--- src/rtl/gtp_frame_pkg.sv ---
// Shared GTP link framing constants and helpers, used by recv_frame and send_frame.
package gtp_frame_pkg;

  localparam logic [7:0] COMMA     = 8'hBC;
  localparam logic [7:0] HEAD_DATA = 8'h55;
  localparam logic [7:0] HEAD_CTRL = 8'hAA;

  localparam logic [3:0] K_HEAD   = 4'b0001;
  localparam logic [3:0] BACK_TAG = 4'h1;

  // Ack word layout: {seq[7:0], 1'b0, ok, 6'b0}
  localparam int unsigned ACK_SEQ_LSB = 8;
  localparam int unsigned ACK_OK_BIT  = 6;

  typedef enum logic [1:0] {StHunt, StPayload, StCheck} rx_state_e;

  function automatic logic [7:0] frame_sum(input logic [31:0] p);
    return p[23:16] + p[7:0];
  endfunction

endpackage

--- src/rtl/recv_frame.sv ---
// GTP receive-side frame decoder: parses header/payload pairs, checks the sum, filters
// retransmissions and emits RX-buffer writes, ack requests and remote flow-control info.
module recv_frame
  import gtp_frame_pkg::*;
#(
  parameter int unsigned ERR_W = 16
) (
  input  logic             rx_clk,
  input  logic             ap_rst_n,
  input  logic [31:0]      gtp_rxdata,
  input  logic [3:0]       gtp_rxctl,
  input  logic             rx_full,
  output logic             rx_wren,
  output logic [31:0]      rx_wrdata,
  output logic             send_back_flag,
  output logic [15:0]      send_back_data,
  output logic             send_info_vaild,
  output logic [15:0]      send_info,
  output logic             remote_statue_vaild,
  output logic [15:0]      remote_statue,
  output logic [ERR_W-1:0] frame_err_cnt
);

  rx_state_e state_q, state_d;

  logic [7:0]  sum_q, seq_q, type_q, last_seq_q;
  logic [31:0] pay_q;
  logic        seq_valid_q;

  logic        is_head, pay_load, trunc, sum_bad, err_inc, seq_upd;
  logic        wren_d, ack_d, ack_ok, info_d, stat_d;
  logic [15:0] ack_word;

  assign is_head = (gtp_rxctl == K_HEAD) && (gtp_rxdata[7:0] == COMMA) &&
                   ((gtp_rxdata[15:8] == HEAD_DATA) || (gtp_rxdata[15:8] == HEAD_CTRL));

  always_ff @(posedge rx_clk or negedge ap_rst_n) begin
    if (!ap_rst_n) state_q <= StHunt;
    else           state_q <= state_d;
  end

  always_comb begin
    state_d = StHunt;
    case (state_q)
      StHunt:    state_d = is_head ? StPayload : StHunt;
      StPayload: begin
        if (gtp_rxctl == 4'b0000) state_d = StCheck;
        else if (is_head)         state_d = StPayload;
        else                      state_d = StHunt;
      end
      StCheck:   state_d = is_head ? StPayload : StHunt;
      default:   state_d = StHunt;
    endcase
  end

  always_comb begin
    pay_load = 1'b0;
    trunc    = 1'b0;
    sum_bad  = 1'b0;
    seq_upd  = 1'b0;
    wren_d   = 1'b0;
    ack_d    = 1'b0;
    ack_ok   = 1'b0;
    info_d   = 1'b0;
    stat_d   = 1'b0;
    case (state_q)
      StPayload: begin
        pay_load = (gtp_rxctl == 4'b0000);
        trunc    = !pay_load;
      end
      StCheck: begin
        if (frame_sum(pay_q) != sum_q) begin
          sum_bad = 1'b1;
          ack_d   = (type_q == HEAD_DATA);
        end else if (type_q == HEAD_DATA) begin
          ack_d = 1'b1;
          // A retransmission is acked as good even when the buffer is full.
          if (seq_valid_q && (seq_q == last_seq_q)) begin
            ack_ok = 1'b1;
          end else if (!rx_full) begin
            ack_ok  = 1'b1;
            wren_d  = 1'b1;
            seq_upd = 1'b1;
          end
        end else begin
          stat_d = 1'b1;
          info_d = (pay_q[3:0] == BACK_TAG);
        end
      end
      default: ;
    endcase
    err_inc  = trunc | sum_bad;
    ack_word = '0;
    ack_word[ACK_SEQ_LSB +: 8] = seq_q;
    ack_word[ACK_OK_BIT]       = ack_ok;
  end

  always_ff @(posedge rx_clk or negedge ap_rst_n) begin
    if (!ap_rst_n) begin
      sum_q       <= '0;
      seq_q       <= '0;
      type_q      <= '0;
      pay_q       <= '0;
      last_seq_q  <= 8'hFF;
      seq_valid_q <= 1'b0;
    end else begin
      if (is_head) begin
        sum_q  <= gtp_rxdata[31:24];
        seq_q  <= gtp_rxdata[23:16];
        type_q <= gtp_rxdata[15:8];
      end
      if (pay_load) pay_q <= gtp_rxdata;
      if (seq_upd) begin
        last_seq_q  <= seq_q;
        seq_valid_q <= 1'b1;
      end
    end
  end

  always_ff @(posedge rx_clk or negedge ap_rst_n) begin
    if (!ap_rst_n) begin
      rx_wren             <= 1'b0;
      rx_wrdata           <= '0;
      send_back_flag      <= 1'b0;
      send_back_data      <= '0;
      send_info_vaild     <= 1'b0;
      send_info           <= '0;
      remote_statue_vaild <= 1'b0;
      remote_statue       <= '0;
      frame_err_cnt       <= '0;
    end else begin
      rx_wren             <= wren_d;
      send_back_flag      <= ack_d;
      send_info_vaild     <= info_d;
      remote_statue_vaild <= stat_d;
      if (wren_d) rx_wrdata      <= pay_q;
      if (ack_d)  send_back_data <= ack_word;
      if (info_d) send_info      <= pay_q[15:0];
      if (stat_d) remote_statue  <= pay_q[31:16];
      if (err_inc && (frame_err_cnt != {ERR_W{1'b1}})) frame_err_cnt <= frame_err_cnt + ERR_W'(1);
    end
  end

endmodule

--- config.mk ---
export PLATFORM = sky130hd
export DESIGN_NAME = recv_frame
export DESIGN_NICKNAME = d
export VERILOG_FILES = /design/src/rtl/gtp_frame_pkg.sv /design/src/rtl/recv_frame.sv
export SDC_FILE = /design/constraint.sdc
export NUM_CORES = 1
export LEC_CHECK = 0
export CAP_MARGIN = 25
export CORE_MARGIN = 8
export CORE_UTILIZATION = 26
export CTS_CLUSTER_DIAMETER = 150
export DETAILED_ROUTE_END_ITERATION = 7
export GPL_TIMING_DRIVEN = 0
export PLACE_DENSITY_LB_ADDON = 0.1
export SLEW_MARGIN = 40
export SYNTH_ARGS = -nofsm -noshare
export SYNTH_HDL_FRONTEND = slang
export SYNTH_SLANG_ARGS = --single-unit
--- constraint.sdc ---
create_clock -name rx_clk -period 4.1 [get_ports rx_clk]
set_clock_uncertainty 0.2 [all_clocks]
set_input_delay 0.41 -clock rx_clk [delete_from_list [all_inputs] [get_ports rx_clk]]
set_output_delay 0.41 -clock rx_clk [all_outputs]
set_load 0.01 [all_outputs]
Word-level counts from Yosys, hierarchy flattened
Cells that the tools add are included.
Widths: inputs -> output; s select.

operators by class
  add/subtract/negate cells = 2
  equal/unequal tests = 11
  multiplexer cells = 25
  bitwise logic cells = 1
  reductions and logical operators = 9

operators by type and width
  kind                   count
  $mux 1                 23
  $add 16x1->16 const B  1
  $eq 8x7->1 const B     2
  $eq 8x8->1 const B     2
  $ne 16x16->1 const B   1
  $add 8x8->8            1
  $eq 4x1->1 const B     2
  $eq 8x8->1             1
  $ne 8x8->1             1
  $logic_and 1x1->1      4
  $logic_not 4->1        1
  $pmux 2 s2             1
  $eq 2x1->1 const B     1
  $eq 2x2->1 const B     1
  $logic_not 2->1        1
  $mux 2                 1
  $reduce_or 2->1        1
  $logic_not 1->1        1
  $logic_or 1x1->1       1
  $or 1x1->1             1

storage, ports and cells
  register bits after elaboration = 160
  input port bits = 39
  output and inout port bits = 100
  word-level logic and storage cells = 64

Depth between registers and ports, before layout
Gate-level depths: netlist of run 1.

  depth after elaboration = 6
  gate-level depth with buffers = 9
  mapped depth without buffers = 8

Least setup slack after synthesis of run 1
No wires, ideal clock.

  kind = reg2reg
  from = reg pay_q[0]
  to = reg remote_statue[10]
  library setup time = 0.125 ns
  data arrival time = 2.899 ns
  data required time = 3.775 ns
  path slack = 0.876 ns
  cell stages (with the launch flop) = 10
  buffers on the path = 1
  clock period less this slack = 3.224 ns
  path through = dfrtp_1 ha_1 fa_1 xnor2_1 nand2_1 nor4_4 nand4_4 nor4b_4 buf_6 mux2_4

on the way
  cells in the longest elaborated chain, start to end = 4

ends and longest elaborated chain
  what                      RTL line             RTL
  start: declaration        recv_frame.sv:27     logic [31:0] pay_q;
  start signal: assignment  recv_frame.sv:112    if (pay_load) pay_q <= gtp_rxdata;
  $add 8x8->8               gtp_frame_pkg.sv:18  return p[23:16] + p[7:0];
  $ne 8x8->1                recv_frame.sv:72     if (frame_sum(pay_q) != sum_q) begin
  $mux 1                    recv_frame.sv:72
  $mux 1                    recv_frame.sv:66     case (state_q)
  net stat_d                recv_frame.sv:31     logic wren_d, ack_d, ack_ok, info_d, stat_d;
  end signal: assignment    recv_frame.sv:139    if (stat_d) remote_statue <= pay_q[31:16];
  end: declaration          recv_frame.sv:20     output logic [15:0] remote_statue,

The timed path passes the listed nets, and every way through them passes these cells.
A chain may end at the register's enable or synchronous reset.

Worst setup path after layout of run 1
  from = reg pay_q[16]
  to = reg remote_statue[10]

The elaborated chain is that of the path after synthesis.

==> results of run 1 <==
-- timing repair --
item                                    4_1_cts  5_1_grt
endpoints found under the hold margin        58        0
hold buffers                                  1        0
endpoints found under the setup margin        0        0
-- registers in the layout, indices dropped and copies added (netlist names), 9 cells and up --
register and cells:
frame_err_cnt 16, pay_q 32, remote_statue 16, rx_wrdata 32, send_back_data 9, send_info 16
-- where the power goes --
part	total (mW)	leakage [nW]	switching, mW	internal [mW]
registers	1.58	2.15	0.000288	1.58
logic	0.0986	1.92	0.0519	0.0467
clock network	1.69	0.303	0.709	0.980
total	3.37	4.37	0.761	2.61
-- per-layer routing --
layer | share of wire, % | up-vias
met5 | 0.068 | -
met4 | 1.4 | 2
met3 | 7.3 | 17
met2 | 47 | 110
met1 | 44 | 2349
li1 | - | 2230
-- cell usage in the layout (no fill, tap or decap), types with 6 or more instances in the layout --
cell	n
sky130_fd_sc_hd__clkbuf_1	8
sky130_fd_sc_hd__xnor2_1	27
sky130_fd_sc_hd__nand3_1	12
sky130_fd_sc_hd__dfrtp_1	152
sky130_fd_sc_hd__nor3_1	7
sky130_fd_sc_hd__buf_4	8
sky130_fd_sc_hd__inv_6	6
sky130_fd_sc_hd__clkdlybuf4s50_1	130
sky130_fd_sc_hd__ha_1	8
sky130_fd_sc_hd__o21ai_0	12
sky130_fd_sc_hd__mux2_4	8
sky130_fd_sc_hd__a21oi_1	7
sky130_fd_sc_hd__buf_2	7
sky130_fd_sc_hd__dfstp_2	8
sky130_fd_sc_hd__nor2_1	6
sky130_fd_sc_hd__mux2_2	93
sky130_fd_sc_hd__nand2_1	107
sky130_fd_sc_hd__nor4bb_1	6
sky130_fd_sc_hd__clkbuf_16	17
sky130_fd_sc_hd__conb_1	7
-- per-stage QoR --
stage          hold slack [ns]  setup TNS, ns  setup slack [ns]  utilization [%]
2_1_floorplan          -0.0856              0             0.876                -
3_3_place_gp             0.255        -652.47             -4.20             32.7
3_5_place_dp            0.0984              0             0.278             33.0
4_1_cts                  0.233              0             0.257             35.4
5_1_grt                  0.258              0            0.0539             35.4
6_report                 0.235              0             0.326             35.4
-- worst max-delay path, stage by stage, from the launching register on --
cell and delay, ns:
sky130_fd_sc_hd__dfrtp_1 0.44, sky130_fd_sc_hd__ha_1 0.24, sky130_fd_sc_hd__fa_1 0.44, sky130_fd_sc_hd__a21o_1 0.18, sky130_fd_sc_hd__a21oi_1 0.29, sky130_fd_sc_hd__xnor2_1 0.23, sky130_fd_sc_hd__nand4_4 0.28, sky130_fd_sc_hd__nor4b_4 0.63
sky130_fd_sc_hd__buf_6 0.22, sky130_fd_sc_hd__buf_6 0.19, sky130_fd_sc_hd__mux2_4 0.31
-- how the worst max path moves through the flow --
stage / slack (ns) / end
3_5_place_dp: 0.28 / remote_statue[9]$_DFFE_PN0P_
5_1_grt: 0.05 / remote_statue[10]$_DFFE_PN0P_
3_3_place_gp: -4.20 / send_back_data[8]$_DFFE_PN0P_
6_report: 0.33 / remote_statue[10]$_DFFE_PN0P_
4_1_cts: 0.26 / remote_statue[10]$_DFFE_PN0P_
2_1_floorplan: 0.88 / remote_statue[10]$_DFFE_PN0P_
-- layout make-up --
cell class	count	area, um2	share of cell area [%]
inverter	5	18.8	0.199
clock buffer	17	425	4.51
multi-input combinational	368	2810	29.8
timing repair buffer	135	1390	14.8
buffer	27	148	1.57
tap	341	427	4.52
sequential	160	4010	42.6
clock inverter	15	195	2.07
-- cells by family (layout without fill, tap and decap cells) --
kind of cell	Yosys count	count (layout)	synth area share (%)
mux	101	101	16.8
simple gates	177	177	13.0
other cells	1	7	0.0539
xor+xnor	33	33	4.26
compound gates	41	41	4.19
flops	160	160	57.7
fa+ha+maj	9	9	1.73
buf+inv	32	199	2.39
==> results_dict.tcl, run 1 <==
set metrics [dict create \
    globalRouteMet1Util_pct 14.8 \
    ff2ff_path_depth 10 \
    relSlewSlack_pct 49.9 \
    final_layout_size_suffix_gt1_share_pct 24.3 \
    clock_insertion_delay_worst_skew_ns 0.43 \
    cts_setup_buffers 0 \
    met2_usage_pct 20.2 \
    cp.required_ns 4.21 \
    design.portCount 139 \
    power.leakage_nw 4.37 \
    post_cts_sizing_count 0 \
    worst_slew_pin_slew_ns 0.741 \
    routedWlPerCell_um 18.0 \
    core.rowCount 60 \
    tritoncts_clock_tree "built" \
    first_global_vias 5297 \
    gp_congestion 0.794 \
    dr_total_vias 4708 \
    critical_path.startpoint_type "flip-flop" \
    synth_enable_flop_cells 0 \
    clk_path_buf_depth 2 \
    synth.largest_area_cell "sky130_fd_sc_hd__dfrtp_1" \
    insertedDiodeCount 0 \
    drt_first_pass_iters 4 \
    timing.fmax_mhz 265 \
    placedCellCount 1035 \
    totalWireLength_mm 19.2 \
    die-area_um2 32300 \
    gr-max-usage-layer "met2" \
    totalPowerFinal_mw 3.37 \
    cts_buffers 17 \
    yosysMostFrequentCell "sky130_fd_sc_hd__dfrtp_1" \
    cts.clk_slew.worst_paths_ns 0.07 \
    stdcell_area_um2 9430 \
    drc 0 \
    antenna_found_initial 1 \
    p_per_area_nw_per_um2 357 \
    overflow 0 \
    post_dp_cell_area_um2 8800 \
    final-setup-viol-count 0 \
    h-tree-depth 4 \
    timing.max_cap.violations 0 \
    setup_repair_after_global_routing_missed_its_margin "false" \
    worstPathArrival_ns 3.88 \
    place.detailed.hpwl_mm 14.4 \
    route.antenna.remaining_nets 0 \
    detail_route.iter0.violations 182 \
    netlist.area_leader.share_pct 54.6 \
    ys_warn_count 0 \
    final-hold-violation-count 0 \
    syn2layout_area_growth_pct 35.5 \
    status "complete, no violations" \
    worst_setup_path_startpoint "pay_q[16]$_DFFE_PN0P_" \
    min_delay_worst_type "in -> async" \
    floorplan_die_height_um 180 \
    grt_first_pass_wirelength_mm 31.1 \
    number_of_flip_flops_and_latches_in_the_synthesized_netlist 160 \
    cp_max_fo 10 \
    port_buffers 131 \
    grt_max_degree 71 \
    vias_per_cell 4.41 \
    clkSinkCount 160 \
    max-vdd-ir-drop_v 0.000210 \
    nFillCells 2622 \
    fin_nets 762 \
    chipWidth_um 180 \
    stdcell_count 1068 \
    slew_viol_final 0 \
    synthTopCellsByArea "sky130_fd_sc_hd__dfrtp_1, sky130_fd_sc_hd__mux2_2, sky130_fd_sc_hd__nand2_1, sky130_fd_sc_hd__xnor2_1, sky130_fd_sc_hd__dfstp_2" \
    fin_crit_sh_pct 92.1 \
    post_synth.cell_area_avg_um2 12.6 \
    synth-seq-area-share_pct 57.7 \
    yosys-top-cells-count "sky130_fd_sc_hd__dfrtp_1, sky130_fd_sc_hd__nand2_1, sky130_fd_sc_hd__mux2_2" \
    timing.rr.end "remote_statue[10]$_DFFE_PN0P_" \
    use_met3_pct 4.90 \
    crit-reg2reg-launch "pay_q[16]$_DFFE_PN0P_" \
    yosys.cell_types.count 55 \
    asyncSetResetFlopFracSynth_pct 100 \
    post_synth_instance_area_um2 6960 \
    min_period_ns 3.77 \
    synthCells 554 \
    grt_usage_pct 12.3 \
    design.core.area_um2 26700 \
    floorplan.initialDensity_pct 26.1 \
    reg2reg_setup_slack_ns 0.33 \
    clk_root_buf "sky130_fd_sc_hd__clkbuf_16" \
    crit_path_end_kind "flip-flop" \
    synth_ff_type "sky130_fd_sc_hd__dfrtp_1" \
    crit_type "reg -> reg" \
]
No activity file was read; power rests on OpenSTA's default activity.
==> run 2, diff against run 1 <==
- CORE_UTILIZATION: 26 -> 52
- clock period: 4.1 -> 4.15 ns (I/O delays scaled with it)
==> run 2 against run 1 <==
  * Hold slack worse by 0.051 ns
  * Design area fell by 1.9%
  * Die area down 46%
  * Combinational power fell by 3.7%
  * Via count grew 3.7%
  * Setup slack got worse by 0.0086 ns
  * Final cell count decreased by 16%
  * Power rose by 1.5%
  * Count of clock-buffer cells in the layout rose by 4
  * Clock power grew 4%
  * Fmax shrank 1.5%
  * Sequential share of layout area is 0.81 points higher
  * Critical endpoint is now remote_statue[11]$_DFFE_PN0P_
==> results_dict.tcl, run 2 (synthesized netlist as in run 1, its figures left out) <==
set metrics [dict create \
    place.detailed.hpwl_mm 12.4 \
    vias_per_cell 5.41 \
    p_per_area_nw_per_um2 369 \
    clock_insertion_delay_worst_skew_ns 0.42 \
    floorplan_die_height_um 132 \
    ff2ff_path_depth 9 \
    clk_root_buf "sky130_fd_sc_hd__clkbuf_16" \
    placedCellCount 869 \
    tritoncts_clock_tree "built" \
    max-vdd-ir-drop_v 0.000283 \
    cts.clk_slew.worst_paths_ns 0.06 \
    fin_nets 761 \
    cts.hold.buffers_added 1 \
    totalPowerFinal_mw 3.42 \
    totalWireLength_mm 17.0 \
    power.leakage_nw 4.40 \
    worst_slew_pin_slew_ns 0.741 \
    slew_viol_final 0 \
    cts_setup_buffers 0 \
    gp_congestion 0.847 \
    grt_first_pass_wirelength_mm 27.7 \
    insertedDiodeCount 0 \
    cp_max_fo 10 \
    h-tree-depth 4 \
    min_delay_worst_type "in -> async" \
    timing.max_cap.violations 0 \
    routedWlPerCell_um 18.8 \
    chipWidth_um 132 \
    leading_registers_by_flop_count "pay_q x32, rx_wrdata x32" \
    crit_type "reg -> reg" \
    stdcell_count 902 \
    cp.required_ns 4.25 \
    first_global_vias 5211 \
    design.core.area_um2 13100 \
    floorplan.initialDensity_pct 53.0 \
    reg2reg_setup_slack_ns 0.32 \
    clkSinkCount 160 \
    design.portCount 139 \
    grt_usage_pct 20.1 \
    grt_max_degree 78 \
    drc 0 \
    crit_path_end_kind "flip-flop" \
    syn2layout_area_growth_pct 32.9 \
    mostFrequentLayoutCells "sky130_fd_sc_hd__dfrtp_1, sky130_fd_sc_hd__clkdlybuf4s50_1, sky130_fd_sc_hd__nand2_1" \
    dr_total_vias 4880 \
    overflow 0 \
    final-setup-viol-count 0 \
    die-area_um2 17300 \
    layout.cells.most_common "sky130_fd_sc_hd__dfrtp_1" \
    status "complete, no violations" \
    clk_path_buf_depth 2 \
    cts_buffers 17 \
    final_layout_size_suffix_gt1_share_pct 24.0 \
    crit-reg2reg-launch "pay_q[16]$_DFFE_PN0P_" \
    worstPathArrival_ns 3.93 \
    drt_first_pass_iters 4 \
    antenna_found_initial 1 \
    min_period_ns 3.83 \
    timing.fmax_mhz 261 \
    route.antenna.remaining_nets 0 \
    fin_crit_sh_pct 92.4 \
    port_buffers 131 \
    final-hold-violation-count 0 \
    fin_worst_hold_slack_ns 0.184 \
    critical_path.startpoint_type "flip-flop" \
    post_cts_sizing_count 0 \
    timing.rr.end "remote_statue[11]$_DFFE_PN0P_" \
    relSlewSlack_pct 50.4 \
    detail_route.iter0.violations 327 \
    core.rowCount 42 \
    setup_repair_after_global_routing_missed_its_margin "false" \
]
run 2: cell count changes in the layout (fill, tap and decap cells not counted), sizes merged:
cell / previous run / this run
inv: 13 / 5
clkinvlp: 1 / 0
buf: 23 / 22
clkinv: 3 / 5
bufinv: 3 / 6
clkbuf: 25 / 29
run 2: layer usage:
layer	routed length (um)	GRT usage, %	vias to the layer above
met3	992	5.56	14
met1	7060	24.0	2499
met5	10	0	-
met4	180	7.66	2
met2	8710	34.1	125
li1	-	-	2240
run 2: power by group:
part	switching [mW]	total, mW	internal [mW]
Sequential	0.000329	1.56	1.56
Clock	0.603	1.76	1.16
Combinational	0.0488	0.0950	0.0462
Total	0.652	3.42	2.76
run 2: layout make-up:
cell class              instances  area (um2)
plain buffers                  27         148
clock buffers                  21         460
clock inverters                11         209
fillers                       962        3880
inverters                       5        18.8
multi-input cells             368        2800
flip-flops and latches        160        4010
well taps                     176         220
repair buffers                134        1380
run 2: worst max path at each step:
stage,startpoint,to,slack [ns],cells after the start
finish,pay_q[16]$_DFFE_PN0P_,remote_statue[11]$_DFFE_PN0P_,0.32,9
CTS,pay_q[16]$_DFFE_PN0P_,remote_statue[8]$_DFFE_PN0P_,0.33,9
global placement,ap_rst_n,send_info[2]$_DFFE_PN0P_,-3.76,1
floorplan,pay_q[0]$_DFFE_PN0P_,remote_statue[10]$_DFFE_PN0P_,0.93,9
detailed placement,pay_q[16]$_DFFE_PN0P_,remote_statue[7]$_DFFE_PN0P_,0.38,9
global route,pay_q[16]$_DFFE_PN0P_,remote_statue[7]$_DFFE_PN0P_,0.20,9
run 2: stage by stage:
step | cell area (um2) | util [%] | setup TNS [ns] | setup WS [ns]
after floorplan | 6980 | - | 0 | 0.926
after global placement | 8520 | 64.8 | -584.10 | -3.76
after detailed placement | 8580 | 65.3 | 0 | 0.379
after CTS | 9260 | 70.4 | 0 | 0.329
after global routing | 9260 | 70.4 | 0 | 0.201
final | 9260 | 70.4 | 0 | 0.317
run 2: worst max-delay path, stage by stage, from the launching register on:
cell and delay [ns]:
sky130_fd_sc_hd__dfrtp_1 0.46, sky130_fd_sc_hd__ha_1 0.27, sky130_fd_sc_hd__fa_1 0.44, sky130_fd_sc_hd__a21o_1 0.18
sky130_fd_sc_hd__a21oi_1 0.30, sky130_fd_sc_hd__xnor2_1 0.23, sky130_fd_sc_hd__nand4_4 0.26, sky130_fd_sc_hd__nor4b_4 0.77
sky130_fd_sc_hd__buf_6 0.28, sky130_fd_sc_hd__mux2_4 0.31
